**src/rtl/ft232r_tx_arb_if.sv**
```systemverilog
// Requester and UART-side signals of the FT232R transmit arbiter, bundled for port connection.
interface ft232r_tx_arb_if #(
  parameter int NREQ = 4
);
  logic [NREQ-1:0]   req_valid;
  logic [8*NREQ-1:0] req_data;
  logic [NREQ-1:0]   req_last;
  logic [NREQ-1:0]   req_ack;
  logic              wr_req;
  logic [7:0]        wr_data;
  logic              wr_ack;
  logic              busy;
  logic [2:0]        grant_id;
  logic              stall_err;

  modport slave (
    input  req_valid, req_data, req_last, wr_ack,
    output req_ack, wr_req, wr_data, busy, grant_id, stall_err
  );

  modport master (
    output req_valid, req_data, req_last, wr_ack,
    input  req_ack, wr_req, wr_data, busy, grant_id, stall_err
  );
endinterface

```
**src/rtl/ft232r_tx_arb.sv**
```systemverilog
// Round-robin packet arbiter sharing one FT232R write port; a grant spans a whole packet,
// optionally prefixed with a channel-ID header byte.
module ft232r_tx_arb #(
  parameter int         NREQ      = 4,
  parameter bit         HDR_EN    = 1'b1,
  parameter logic [7:0] HDR_BASE  = 8'hA0,
  parameter int         STALL_MAX = 1023
) (
  input logic            clk,
  input logic            rst,
  ft232r_tx_arb_if.slave bus
);

  typedef enum logic [1:0] {IDLE, HDR, DATA, GAP} state_t;

  state_t          state_q, state_d;
  state_t          target_q, target_d;
  logic            wr_req_q, wr_req_d;
  logic [7:0]      wr_data_q, wr_data_d;
  logic [NREQ-1:0] req_ack_q, req_ack_d;
  logic            busy_q, busy_d;
  logic [2:0]      grant_q, grant_d;
  logic [2:0]      last_q, last_d;
  logic            stall_err_q, stall_err_d;
  logic [15:0]     stall_q, stall_d;

  // Zero-padded views let a 3-bit index address any NREQ without width games.
  logic [7:0]  valid_pad;
  logic [7:0]  last_pad;
  logic [63:0] data_pad;
  assign valid_pad = 8'(bus.req_valid);
  assign last_pad  = 8'(bus.req_last);
  assign data_pad  = 64'(bus.req_data);

  logic       found;
  logic [2:0] pick;
  logic [3:0] cand;

  always_comb begin : rr_search
    found = 1'b0;
    pick  = '0;
    cand  = '0;
    for (int i = 1; i <= NREQ; i++) begin
      cand = {1'b0, last_q} + 4'(i);
      if (cand >= 4'(NREQ)) cand = cand - 4'(NREQ);
      if (!found && valid_pad[cand[2:0]]) begin
        found = 1'b1;
        pick  = cand[2:0];
      end
    end
  end

  logic [15:0] stall_inc;

  always_comb begin : next_state
    // NOTE: every variable gets a default first, so no path can infer a latch.
    state_d     = state_q;
    target_d    = target_q;
    wr_req_d    = wr_req_q;
    wr_data_d   = wr_data_q;
    req_ack_d   = '0;
    grant_d     = grant_q;
    last_d      = last_q;
    stall_err_d = 1'b0;
    stall_d     = stall_q;
    stall_inc   = stall_q + 16'd1;

    unique case (state_q)
      IDLE: begin
        if (found) begin
          grant_d  = pick;
          stall_d  = '0;
          wr_req_d = 1'b1;
          if (HDR_EN) begin
            state_d   = HDR;
            wr_data_d = HDR_BASE + {5'b0, pick};
          end else begin
            state_d   = DATA;
            wr_data_d = data_pad[{pick, 3'b000} +: 8];
          end
        end
      end
      HDR: begin
        if (bus.wr_ack) begin
          wr_req_d = 1'b0;
          target_d = DATA;
          state_d  = GAP;
        end
      end
      DATA: begin
        if (!wr_req_q) begin
          if (valid_pad[grant_q]) begin
            wr_req_d  = 1'b1;
            wr_data_d = data_pad[{grant_q, 3'b000} +: 8];
            stall_d   = '0;
          end else if (STALL_MAX != 0 && stall_inc == 16'(STALL_MAX)) begin
            stall_err_d = 1'b1;
            last_d      = grant_q;
            stall_d     = '0;
            state_d     = IDLE;
          end else begin
            stall_d = stall_inc;
          end
        end else if (bus.wr_ack) begin
          wr_req_d = 1'b0;
          for (int i = 0; i < NREQ; i++) begin
            if (grant_q == 3'(i)) req_ack_d[i] = 1'b1;
          end
          if (last_pad[grant_q]) begin
            target_d = IDLE;
            last_d   = grant_q;
          end else begin
            target_d = DATA;
          end
          state_d = GAP;
        end
      end
      GAP: state_d = target_q;
      default: state_d = IDLE;
    endcase

    busy_d = (state_d != IDLE);
  end

  always_ff @(posedge clk) begin
    // NOTE: state is updated with non-blocking assignments so every flop sees pre-edge values.
    if (rst) begin
      state_q     <= IDLE;
      target_q    <= IDLE;
      wr_req_q    <= 1'b0;
      wr_data_q   <= '0;
      req_ack_q   <= '0;
      busy_q      <= 1'b0;
      grant_q     <= '0;
      last_q      <= 3'(NREQ - 1);
      stall_err_q <= 1'b0;
      stall_q     <= '0;
    end else begin
      state_q     <= state_d;
      target_q    <= target_d;
      wr_req_q    <= wr_req_d;
      wr_data_q   <= wr_data_d;
      req_ack_q   <= req_ack_d;
      busy_q      <= busy_d;
      grant_q     <= grant_d;
      last_q      <= last_d;
      stall_err_q <= stall_err_d;
      stall_q     <= stall_d;
    end
  end

  assign bus.wr_req    = wr_req_q;
  assign bus.wr_data   = wr_data_q;
  assign bus.req_ack   = req_ack_q;
  assign bus.busy      = busy_q;
  assign bus.grant_id  = grant_q;
  assign bus.stall_err = stall_err_q;

endmodule

```
**src/flat_wrapper.sv**
```systemverilog
// flat-port wrapper written by rule: the top's interface ports become plain ports
module ft232r_tx_arb_flat 
#(
  parameter int         NREQ      = 4,
  parameter bit         HDR_EN    = 1'b1,
  parameter logic [7:0] HDR_BASE  = 8'hA0,
  parameter int         STALL_MAX = 1023
)
  (clk, rst, bus_req_valid, bus_req_data, bus_req_last, bus_wr_ack, bus_req_ack, bus_wr_req, bus_wr_data, bus_busy, bus_grant_id, bus_stall_err);
  ft232r_tx_arb_if #(.NREQ(NREQ)) bus_i ();
  input logic clk;
  input logic rst;
  input wire logic [$bits(bus_i.req_valid)-1:0] bus_req_valid;
  input wire logic [$bits(bus_i.req_data)-1:0] bus_req_data;
  input wire logic [$bits(bus_i.req_last)-1:0] bus_req_last;
  input wire logic [$bits(bus_i.wr_ack)-1:0] bus_wr_ack;
  output wire logic [$bits(bus_i.req_ack)-1:0] bus_req_ack;
  output wire logic [$bits(bus_i.wr_req)-1:0] bus_wr_req;
  output wire logic [$bits(bus_i.wr_data)-1:0] bus_wr_data;
  output wire logic [$bits(bus_i.busy)-1:0] bus_busy;
  output wire logic [$bits(bus_i.grant_id)-1:0] bus_grant_id;
  output wire logic [$bits(bus_i.stall_err)-1:0] bus_stall_err;
  assign bus_i.req_valid = bus_req_valid;
  assign bus_i.req_data = bus_req_data;
  assign bus_i.req_last = bus_req_last;
  assign bus_i.wr_ack = bus_wr_ack;
  assign bus_req_ack = bus_i.req_ack;
  assign bus_wr_req = bus_i.wr_req;
  assign bus_wr_data = bus_i.wr_data;
  assign bus_busy = bus_i.busy;
  assign bus_grant_id = bus_i.grant_id;
  assign bus_stall_err = bus_i.stall_err;
  ft232r_tx_arb #(.NREQ(NREQ), .HDR_EN(HDR_EN), .HDR_BASE(HDR_BASE), .STALL_MAX(STALL_MAX)) u_core (.clk(clk), .rst(rst), .bus(bus_i));
endmodule
```
**config.mk**
```make
export PLATFORM = sky130hd
export DESIGN_NAME = ft232r_tx_arb_flat
export DESIGN_NICKNAME = d
export VERILOG_FILES = /design/src/rtl/ft232r_tx_arb_if.sv /design/src/rtl/ft232r_tx_arb.sv /design/src/flat_wrapper.sv
export SDC_FILE = /design/constraint.sdc
export NUM_CORES = 1
export LEC_CHECK = 0
export BUFFER_PORTS_ARGS = -buffer_cell sky130_fd_sc_hd__buf_2
export CAP_MARGIN = 20
export CELL_PAD_IN_SITES_DETAIL_PLACEMENT = 1
export CELL_PAD_IN_SITES_GLOBAL_PLACEMENT = 1
export CORE_MARGIN = 2
export CORE_UTILIZATION = 44
export CTS_BUF_LIST = sky130_fd_sc_hd__clkbuf_2 sky130_fd_sc_hd__clkbuf_4 sky130_fd_sc_hd__clkbuf_8
export CTS_CLUSTER_SIZE = 28
export DETAILED_ROUTE_END_ITERATION = 7
export PLACE_DENSITY_LB_ADDON = 0.15
export SYNTH_ARGS = -nofsm -noshare
export SYNTH_HDL_FRONTEND = slang
export SYNTH_SLANG_ARGS = --single-unit
export TNS_END_PERCENT = 10
```
**constraint.sdc**
```tcl
create_clock -name clk -period 4 [get_ports clk]
set_input_delay 0.2 -clock clk [delete_from_list [all_inputs] [get_ports clk]]
set_output_delay 0.2 -clock clk [all_outputs]
set_load 0.05 [all_outputs]
```
======== Yosys cells after proc, flatten, opt, wreduce, memory -nomap -nowiden ========
Index checks and enable logic that the tools add are counted.
storage, ports and cells
  flip-flop bits (word level) ............. 41
  input port bits ......................... 43
  output and inout bits ................... 18
  logic and storage cells ................. 130
cells by class
  $add $sub $neg .......................... 10
  order comparisons ....................... 9
  eq/ne operators ......................... 16
  shift operators ......................... 1
  muxes and demuxes ....................... 60
  bitwise operators ....................... 3
  reduce and logical (&&, ||, !) cells .... 21
operators by type and width
  kind                                                        number
  two-way mux 16 bit                                          4
  indexed part select 64 x 7 -> 8 bit                         1
  two-way mux 3 bit                                           13
  case mux 16 bit (2 select lines)                            1
  two-way mux 8 bit                                           3
  less-than comparator 3 x 4 -> 1 bit, second input constant  5
  two-way mux 1 bit                                           20
  binary-select mux 1 bit (select 3 bit)                      6
  two-way mux 2 bit                                           9
  adder 16 x 1 -> 16 bit, second input constant               1
  equality test 16 x 10 -> 1 bit, second input constant       1
  >= comparator 4 x 3 -> 1 bit, second input constant         4
  case mux 8 bit (2 select lines)                             1
  subtractor 3 bit, second input constant                     4
  inequality test 2 bit, second input constant                5
  adder 3 x 2 -> 4 bit, second input constant                 2
  adder 8 x 3 -> 8 bit, first input constant                  1
  inequality test 2 x 1 -> 1 bit, second input constant       4
  case mux 2 bit (4 select lines)                             1
  AND reduction 4 bit                                         2
  nonzero test 2 bit                                          4
  OR reduction 4 bit                                          2
  equality test 3 x 2 -> 1 bit, second input constant         2
  AND reduction 3 bit                                         2
  other kinds (15)                                            22

======== Depth between registers and ports, before layout ========
Gate-level depths: netlist (run 1).
  depth in word-level cells ............... 18
  gate-level depth with buffers ........... 10
  depth with buffers taken out ............ 8

======== Worst setup path after synthesis (run 1) ========
OpenSTA, ideal clock, no wires.
  path kind ............................... flip-flop to flip-flop
  from .................................... register u_core.last_q[1]
  to ...................................... register u_core.wr_data_q[1] (netlist: u_core.bus.wr_data[1])
  library setup time ...................... 0.137 ns
  arrival time ............................ 2.634 ns
  data required time ...................... 3.863 ns
  slack ................................... 1.229 ns
  stages on the path, launching flop included .. 11
  path buffers ............................ 2
  clock period less this slack ............ 2.771 ns
  cell sequence ........................... dfxtp_1 -> clkbuf_1 -> inv_1 -> ha_1 -> mux4_2 -> a221oi_2 -> o2111ai_4 -> o211a_4 -> buf_6 -> nor2_1 -> a211oi_2
between the ends
  word-level cells in the longest chain between the ends .. 18
  elaborated cells between the ends (all ways) .. 43
  those cells by class .................... add/sub (9); order compare (4); eq/ne (1); mux (22); reduce/logical (7)
RTL lines
  element                                                           line                  source
  start: declaration                                                ft232r_tx_arb.sv:23   logic [2:0] last_q, last_d;
  start signal: assignment                                          ft232r_tx_arb.sv:135  last_q <= 3'(NREQ - 1);
  start signal: assignment                                          ft232r_tx_arb.sv:146  last_q <= last_d;
  adder 3 x 1 -> 4 bit                                              ft232r_tx_arb.sv:44   cand = {1'b0, last_q} + 4'(i);
  >= comparator 4 x 3 -> 1 bit or subtractor 3 bit (tied branches)  ft232r_tx_arb.sv:45   if (cand >= 4'(NREQ)) cand = cand - 4'(NREQ);
  two-way mux 3 bit                                                 ft232r_tx_arb.sv:45
  binary-select mux 1 bit (select 3 bit)                            ft232r_tx_arb.sv:46   if (!found && valid_pad[cand[2:0]]) begin
  two-way mux 1 bit (implied by the code)                           ft232r_tx_arb.sv:46
  two-way mux 1 bit                                                 ft232r_tx_arb.sv:46
  logical NOT 1 bit                                                 ft232r_tx_arb.sv:46
  logical AND 1 bit                                                 ft232r_tx_arb.sv:46
  [... 2 more ...]                                                  n/a
  logical AND 1 bit                                                 ft232r_tx_arb.sv:46
  two-way mux 1 bit                                                 ft232r_tx_arb.sv:46
  logical NOT 1 bit                                                 ft232r_tx_arb.sv:46
  logical AND 1 bit                                                 ft232r_tx_arb.sv:46
  two-way mux 3 bit                                                 ft232r_tx_arb.sv:46
  adder 8 x 3 -> 8 bit                                              ft232r_tx_arb.sv:76   wr_data_d = HDR_BASE + {5'b0, pick};
  two-way mux 8 bit                                                 ft232r_tx_arb.sv:70   if (found) begin
  case mux 8 bit (2 select lines)                                   ft232r_tx_arb.sv:68   unique case (state_q)
  end signal: assignment                                            ft232r_tx_arb.sv:142  wr_data_q <= wr_data_d;
  end: declaration                                                  ft232r_tx_arb.sv:19   logic [7:0] wr_data_q, wr_data_d;
Several ways; a longest one is shown, not always the timed one. The select of a mux whose other input is x is not followed.
A chain may end at the register's enable or synchronous reset.

======== Final worst setup path (run 1) ========
  from .................................... register u_core.last_q[0]
  to ...................................... register u_core.stall_q[12]
between the ends
  word-level cells in the longest chain between the ends .. 17
  elaborated cells between the ends (all ways) .. 36
  those cells by class .................... add/sub (8); order compare (4); eq/ne (1); mux (16); reduce/logical (7)
RTL lines
  element                                                           line                  source
  adder 3 x 1 -> 4 bit                                              ft232r_tx_arb.sv:44
  >= comparator 4 x 3 -> 1 bit or subtractor 3 bit (tied branches)  ft232r_tx_arb.sv:45
  two-way mux 3 bit                                                 ft232r_tx_arb.sv:45
  binary-select mux 1 bit (select 3 bit)                            ft232r_tx_arb.sv:46
  two-way mux 1 bit (implied by the code)                           ft232r_tx_arb.sv:46
  two-way mux 1 bit                                                 ft232r_tx_arb.sv:46
  logical NOT 1 bit                                                 ft232r_tx_arb.sv:46
  logical AND 1 bit                                                 ft232r_tx_arb.sv:46
  two-way mux 1 bit                                                 ft232r_tx_arb.sv:46
  logical NOT 1 bit                                                 ft232r_tx_arb.sv:46
  logical AND 1 bit                                                 ft232r_tx_arb.sv:46
  two-way mux 1 bit                                                 ft232r_tx_arb.sv:46
  logical NOT 1 bit                                                 ft232r_tx_arb.sv:46
  logical AND 1 bit                                                 ft232r_tx_arb.sv:46
  two-way mux 1 bit *                                               ft232r_tx_arb.sv:46
  inequality test 2 x 1 -> 1 bit (no source line) *                 n/a
  AND reduction 3 bit (no source line) *                            n/a
  end signal: assignment                                            ft232r_tx_arb.sv:148  stall_q <= stall_d;
  end: declaration                                                  ft232r_tx_arb.sv:25   logic [15:0] stall_q, stall_d;
Mark *: on every way between the ends. The rest lies on a longest branch, timed or not. The select of a mux whose other input is x is not followed.

==> summary.md, run 1 <==
| Metric | Value |
|---|---|
| Initial antenna violation count | 0 |
| Worst EP required | 4230 ps |
| Gr usage total | 0.241 |
| Seq pwr share | 0.429 |
| WL per Instance | 17.5 um |
| # fillers | 723 |
| Adder-cell share of the synthesized area | 0.0192 |
| CP startpoint kind | flop |
| WP buf/inv | 1 |
| Area growth from synthesis to layout | 16.3% |
| Status | completed |
| Skew-Pair Late Insertion Delay | 310 ps |
| DRC | 0 |
| XOR/XNOR share of the synthesized area | 0.0134 |
| Register Area | 801 um^2 |
| Top cell type's share of synthesized area | 0.307 |
| # hold bufs at CTS | 0 |
| Final ANT Viol Nets | 0 |
| RSZ-0062 raised after global routing | no |
| CTS H-Tree Depth | 2 |
| Full die area | 6550 um^2 |
| I/O pin cnt | 61 |
| Slowest cell on crit path | dfxtp_1 |
| Crit. End Element | flop |
| Wire length of the first global-routing pass | 12.4 mm |
| Commonest non-fill, non-tap cells in the layout | 60 x buf_2, 40 x dfxtp_1, 38 x a21oi_1 |
| # setup viols final | 0 |
| Largest net degree at the start of global routing | 41 |
| Root Buffer | clkbuf_8 |
| Main combinational cell family by area after synthesis | simple AND/OR/NAND/NOR gates |
| Worst hold stages | 3 |
| PortBufs | 60 |
| Total power | 0.000994 W |
| Total Wirelength | 7.54 mm |
| Register bit total from synthesis | 40 |
| Vias | 2563 |
| ANT cells | 0 |
| Fin crit share | 0.779 |
| DIE HEIGHT | 81.0 um |
| Share of total power in the clock network | 0.345 |
| Footprint of the multi-input gates | 1670 um^2 |
| Ys Warns | 0 |
| Synth Area per Inst | 8.49 um^2 |
| Nets | 403 |
| Slew margin rel. | 0.482 |
| Leading cell type in the layout, fill and taps excluded | buf_2 |
| Final Core Density | 0.521 |
| Clk slew on worst S/H paths | 90 ps |
| CP max FO | 18 |
| Syn nets | 354 |
| Complex-gate fraction of the synthesized area | 0.213 |
| DPL Wire Length | 5.61 mm |
| Fin. max-slew vios | 0 |
| Gates resized, CTS repair | 0 |
| Worst clock skew | 8.42 ps |
| P_int | 0.000684 W |
| Instance count of the mapped netlist | 307 |
| Crit. path cell count | 8 |
| Starting density of the core | 0.448 |
| CTS Sinks | 40 |
| Simple-gate share of the synthesized area | 0.263 |
| Upper clock frequency limit | 321 MHz |
| Power share of the combinational group | 0.226 |
| Drt pass-1 iters | 4 |
| Clock tree from TritonCTS | yes |
| NetSw | 0.000309 W |
| Worst-Margin Slew | 777 ps |
| Setup Buffers After CTS | 0 |
| Clock Tree Buf Depth | 2 |
| Cell area after synthesis | 2610 um^2 |
| Max-cap violations | 0 |
| CP arrival | 3340 ps |
| CP delay by family, top | compound AO/OA/AOI/OAI gates |
| LEAKAGE | 1.14 nW |
| Pwr Density | 328 nW/um^2 |
| Multiplexer area fraction after synthesis | 0.131 |
| Core ar. | 5820 um^2 |
| GPL Wtd Cong | 0.847 |
| Post-synth cell types | 60 |
| Crit-path max cell delay | 600 ps |
| Row cnt | 28 |
| Fin Setup TNS | 0 ps |
| Switching Fraction | 0.311 |
| EDFF count, synth | 0 |
| Die width | 81.0 um |
| Yosys top cell by area | dfxtp_1 |
| Sequential-to-total area share from yosys stat | 0.307 |
| HP Class | primary input to flop |
| Reg2reg path depth | 8 |
| Worst IR drop on VDD | 0.169 mV |
| Clock buffer count from CTS | 5 |
| Vias in the first global route | 2497 |
| 1st-iter DRT viols | 97 |
| Main synth FF type | dfxtp_1 |
| Vias per cell | 5.93 |
| Period minus WS final | 3120 ps |
| Ratio of cells with drive above 1 in the final layout | 0.272 |
| GRT overflow | 0 |
| Final Hold Viols | 0 |
| Cells along the critical path | inv_1 > ha_1 > mux4_2 > a221oi_2 > o2111ai_4 > o21ai_4 > o21ai_0 > a21oi_1 |
| Post-synth ARST share | 0 |
| CP Class | flop to flop |
| Top cells by area, synth | dfxtp_1 31%, mux4_2 9.5%, a21oi_1 7.3%, nor2_1 4.2%, nand3_1 3.6% |
## metrics by stage
step	hold slack, ps	cells	cell area [um^2]	worst slack (ps)
floorplan	376	307	2610	1230
global placement	457	424	2920	1040
detailed placement	464	424	2920	912
CTS	225	432	3030	876
global route	246	432	3030	642
finish	223	432	3030	883
## registers in the layout, indices dropped and copies added, names as in the netlist
name / count
u_core.state_q: 2
u_core.bus.busy: 1
u_core.last_q: 3
u_core.bus.wr_data: 8
u_core.bus.grant_id: 3
u_core.bus.wr_req: 1
u_core.bus.req_ack: 4
u_core.stall_q: 16
u_core.bus.stall_err: 1
u_core.target_q: 1
## synthesized netlist by cell type (3+ instances only)
master	count
dfxtp_1	40
a31oi_1	5
ha_1	4
nor3_1	13
nand3_1	19
nor2_1	29
o21ai_0	9
inv_1	10
mux4_2	11
nand4_1	12
a211oi_1	3
nand2b_1	10
a211oi_2	4
buf_2	6
clkbuf_1	11
nand2_1	18
a21oi_1	38
or4_1	3
mux2i_1	7
or3_1	3
a22oi_1	3
## metal layers
| metal | vias to the layer above | wire length [um] | track usage |
|---|---|---|---|
| met2 | 64 | 3800 | 0.413 |
| met5 | - | 0 | 0 |
| li1 | 1252 | - | - |
| met3 | 15 | 294 | 0.0533 |
| met4 | 0 | 151 | 0.0678 |
| met1 | 1232 | 3300 | 0.305 |
## path summary, 6_finish.rpt
path	end	start	slack [ps]
worst max-delay path	u_core.stall_q[12]	u_core.last_q[0]	880
worst min-delay path	u_core.state_q[0]	bus_wr_ack	220
worst max register to register	u_core.stall_q[12]	u_core.last_q[0]	880
worst min register to register	u_core.bus.wr_data[2]	u_core.bus.wr_data[2]	470
## power by group through the flow
| stage | sequential, W | combinational (W) | clock, W |
|---|---|---|---|
| final | 0.000427 | 0.000224 | 0.000343 |
| after global routing | 0.000429 | 0.000242 | 0.000366 |
| after global placement | 0.000436 | 0.000221 | 0 |
| after floorplan | 0.000468 | 0.000132 | 0 |
| after detailed placement | 0.000436 | 0.000225 | 0 |
| after CTS | 0.000427 | 0.000226 | 0.000350 |
## cell type report
| cell class | count | share of cell area |
|---|---|---|
| clock inverter | 3 | 0.0140 |
| tap | 75 | 0.0310 |
| sequential | 40 | 0.264 |
| timing repair buffer | 63 | 0.106 |
| multi-input combinational | 236 | 0.549 |
| inverter | 10 | 0.0124 |
| clock buffer | 5 | 0.0227 |
## worst reg2reg max path, cell delays in order (launching register included)
cell and delay [ps]:
dfxtp_1 600, inv_1 150, ha_1 420, mux4_2 570, a221oi_2 280, o2111ai_4 220, o21ai_4 450, o21ai_0 180
a21oi_1 160
## logic make-up after synthesis
| group | after synthesis |
|---|---|
| simple gates | 128 |
| compound gates | 80 |
| flops | 40 |
| buf+inv | 31 |
| mux | 20 |
| xor+xnor | 4 |
| fa+ha+maj | 4 |
Note: power is estimated with default switching activity, not from simulation.
==> inputs of run 2 (changes only) <==
--- a/config.mk
+++ b/config.mk
@@ -10,7 +10,7 @@
 export CELL_PAD_IN_SITES_DETAIL_PLACEMENT = 1
 export CELL_PAD_IN_SITES_GLOBAL_PLACEMENT = 1
 export CORE_MARGIN = 2
-export CORE_UTILIZATION = 44
+export CORE_UTILIZATION = 41
 export CTS_BUF_LIST = sky130_fd_sc_hd__clkbuf_2 sky130_fd_sc_hd__clkbuf_4 sky130_fd_sc_hd__clkbuf_8
 export CTS_CLUSTER_SIZE = 28
 export DETAILED_ROUTE_END_ITERATION = 7
==> constraint.sdc (replaced) <==
create_clock -name clk -period 3.1 [get_ports clk]
set_input_delay 0.155 -clock clk [delete_from_list [all_inputs] [get_ports clk]]
set_output_delay 0.155 -clock clk [all_outputs]
set_load 0.05 [all_outputs]
==> run 2 against run 1 <==
Clock skew is 3.5 ps lower. Combinational power increased by 32%. Die area rose by 7.0%. Clock power up 29%. Maximum frequency rose by 13%. Final area rose by 1.6%. First-iteration DRC count decreased by 37%. Critical path depth unchanged. Count of clock-buffer cells in the layout up 1. Setup slack got worse by 550 ps. Flip-flop and latch count unchanged.
==> summary.md, run 2 (synthesized netlist as in run 1, its figures left out) <==
| Metric | Value |
|---|---|
| Clock Tree Buf Depth | 2 (unchanged) |
| Total Wirelength | 7.63 mm (+1.2%) |
| DIE HEIGHT | 83.7 um (+3.4%) |
| DRC | 0 (unchanged) |
| Initial antenna violation count | 0 (unchanged) |
| Total power | 0.00129 W (+30%) |
| DP Worst Slack | 330 ps (-581 ps) |
| Leading cell type in the layout, fill and taps excluded | buf_2 |
| 1st-iter DRT viols | 61 (-37%) |
| Full die area | 7010 um^2 (+7.0%) |
| Commonest non-fill, non-tap cells in the layout | 60 x buf_2, 40 x dfxtp_1, 38 x a21oi_1 |
| Final hold slack | 203 ps (-20.5 ps) |
| # setup viols final | 0 (unchanged) |
| Pwr Density | 418 nW/um^2 (+28%) |
| # hold bufs at CTS | 0 (unchanged) |
| I/O pin cnt | 61 (unchanged) |
| WL per Instance | 17.3 um (-0.67%) |
| Clock buffer count from CTS | 5 (unchanged) |
| Final ANT Viol Nets | 0 (unchanged) |
| CP startpoint kind | flop |
| Row cnt | 29 (+3.6%) |
| Final Hold Viols | 0 (unchanged) |
| RSZ-0062 raised after global routing | no |
| Slew margin rel. | 0.460 (-0.0221) |
| Crit-path max cell delay | 560 ps (-40 ps) |
| Die width | 83.7 um (+3.4%) |
| Gates resized, CTS repair | 0 (unchanged) |
| Slowest cell on crit path | mux4_2 |
| Clk slew on worst S/H paths | 80 ps (about the same) |
| CP max FO | 18 (unchanged) |
| Largest net degree at the start of global routing | 41 (unchanged) |
| Wire length of the first global-routing pass | 12.6 mm (+1.7%) |
| Gr usage total | 0.218 (-0.0236) |
| CP arrival | 2910 ps (-430 ps) |
| Crit. End Element | flop |
| Max-cap violations | 0 (unchanged) |
| Worst IR drop on VDD | 0.276 mV (+63%) |
| Max reg flops | 16 (unchanged) |
| Fin crit share | 0.892 (+0.112) |
| Ratio of cells with drive above 1 in the final layout | 0.284 (+0.0120) |
| WP buf/inv | 1 (unchanged) |
| Upper clock frequency limit | 362 MHz (+13%) |
| LEAKAGE | 1.17 nW (+2.7%) |
| Worst EP required | 3240 ps (-990 ps) |
| Area growth from synthesis to layout | 18.1% |
| CP Class | flop to flop |
| Largest Register | u_core.stall_q |
| Setup Buffers After CTS | 0 (unchanged) |
| Footprint of the multi-input gates | 1670 um^2 (unchanged) |
| Final worst setup slack | 336 ps (-547 ps) |
| # fillers | 773 (+6.9%) |
| Root Buffer | clkbuf_8 |
| Cells along the critical path | inv_1 > ha_1 > mux4_2 > a221oi_2 > o2111ai_4 > o21ai_4 > or3_1 > a21oi_1 |
| Vias | 2625 (+2.4%) |
| Fin Setup TNS | 0 ps (unchanged) |
| Starting density of the core | 0.418 (-0.0305) |
| Fin. max-slew vios | 0 (unchanged) |
| Vias in the first global route | 2629 (+5.3%) |
| Clock tree from TritonCTS | yes |
| ANT cells | 0 (unchanged) |
| Status | completed |
| Register Area | 801 um^2 (unchanged) |
| CP delay by family, top | compound AO/OA/AOI/OAI gates |
| Vias per cell | 5.97 (+0.56%) |
| Worst clock skew | 4.89 ps (-3.53 ps) |
| PortBufs | 60 (unchanged) |
| DPL Wire Length | 5.59 mm (-0.45%) |
| Skew-Pair Late Insertion Delay | 300 ps (about the same) |
| CTS H-Tree Depth | 2 (unchanged) |
| HP Class | primary input to flop |
| GPL Wtd Cong | 0.907 (+7.0%) |
| Period minus WS final | 2760 ps (-353 ps) |
| Nets | 409 (+1.5%) |
| Core ar. | 6240 um^2 (+7.3%) |
| Worst-Margin Slew | 810 ps (+33.2 ps) |
| CTS Sinks | 40 (unchanged) |
| Drt pass-1 iters | 4 (unchanged) |
| GRT overflow | 0 (unchanged) |
run 2: cell types whose count changed in the layout (fill, tap and decap cells not counted):
cell        delta
buf_4          +6
clkbuf_4       +1
clkinvlp_4     -1
run 2: worst register-to-register path: stages, from the launching register on:
cell	delay, ps
dfxtp_1	350
inv_1	70
ha_1	380
mux4_2	560
a221oi_2	270
o2111ai_4	230
o21ai_4	480
or3_1	200
a21oi_1	70
run 2: cell type report:
class | count | area share
clock buffer | 6 | 0.0248
clock inverter | 2 | 0.0114
inverter | 10 | 0.0122
multi-input combinational | 236 | 0.541
sequential | 40 | 0.260
tap | 77 | 0.0313
timing repair buffer | 69 | 0.119
run 2: final timing paths:
kind | startpoint | to | slack (ps) | cells past startpoint
hold / removal | bus_wr_ack | u_core.state_q[0] | 200 | 3
setup / recovery | u_core.last_q[0] | u_core.stall_q[15] | 340 | 8
setup reg to reg | u_core.last_q[0] | u_core.stall_q[15] | 340 | 8
hold reg to reg | u_core.bus.wr_data[3] | u_core.bus.wr_data[3] | 470 | 2
run 2: power by group:
part	switching [W]	leakage (nW)	total (W)	internal [W]
registers	0.0000157	0.325	0.000548	0.000532
logic	0.000181	0.782	0.000295	0.000114
clock network	0.000196	0.0586	0.000444	0.000248
run 2: per-layer routing:
metal	global-route usage	vias to the layer above	part of all wire
met2	0.386	69	0.52
met3	0.0475	17	0.040
met1	0.265	1276	0.43
met4	0.0616	0	0.019
li1	-	1263	-
met5	0	-	0
run 2: per-stage QoR:
stage | std cells | util | cell area [um^2]
2_1_floorplan | 307 | - | 2610
3_3_place_gp | 432 | 0.476 | 2970
3_5_place_dp | 432 | 0.476 | 2970
4_1_cts | 440 | 0.493 | 3080
5_1_grt | 440 | 0.493 | 3080
6_report | 440 | 0.493 | 3080
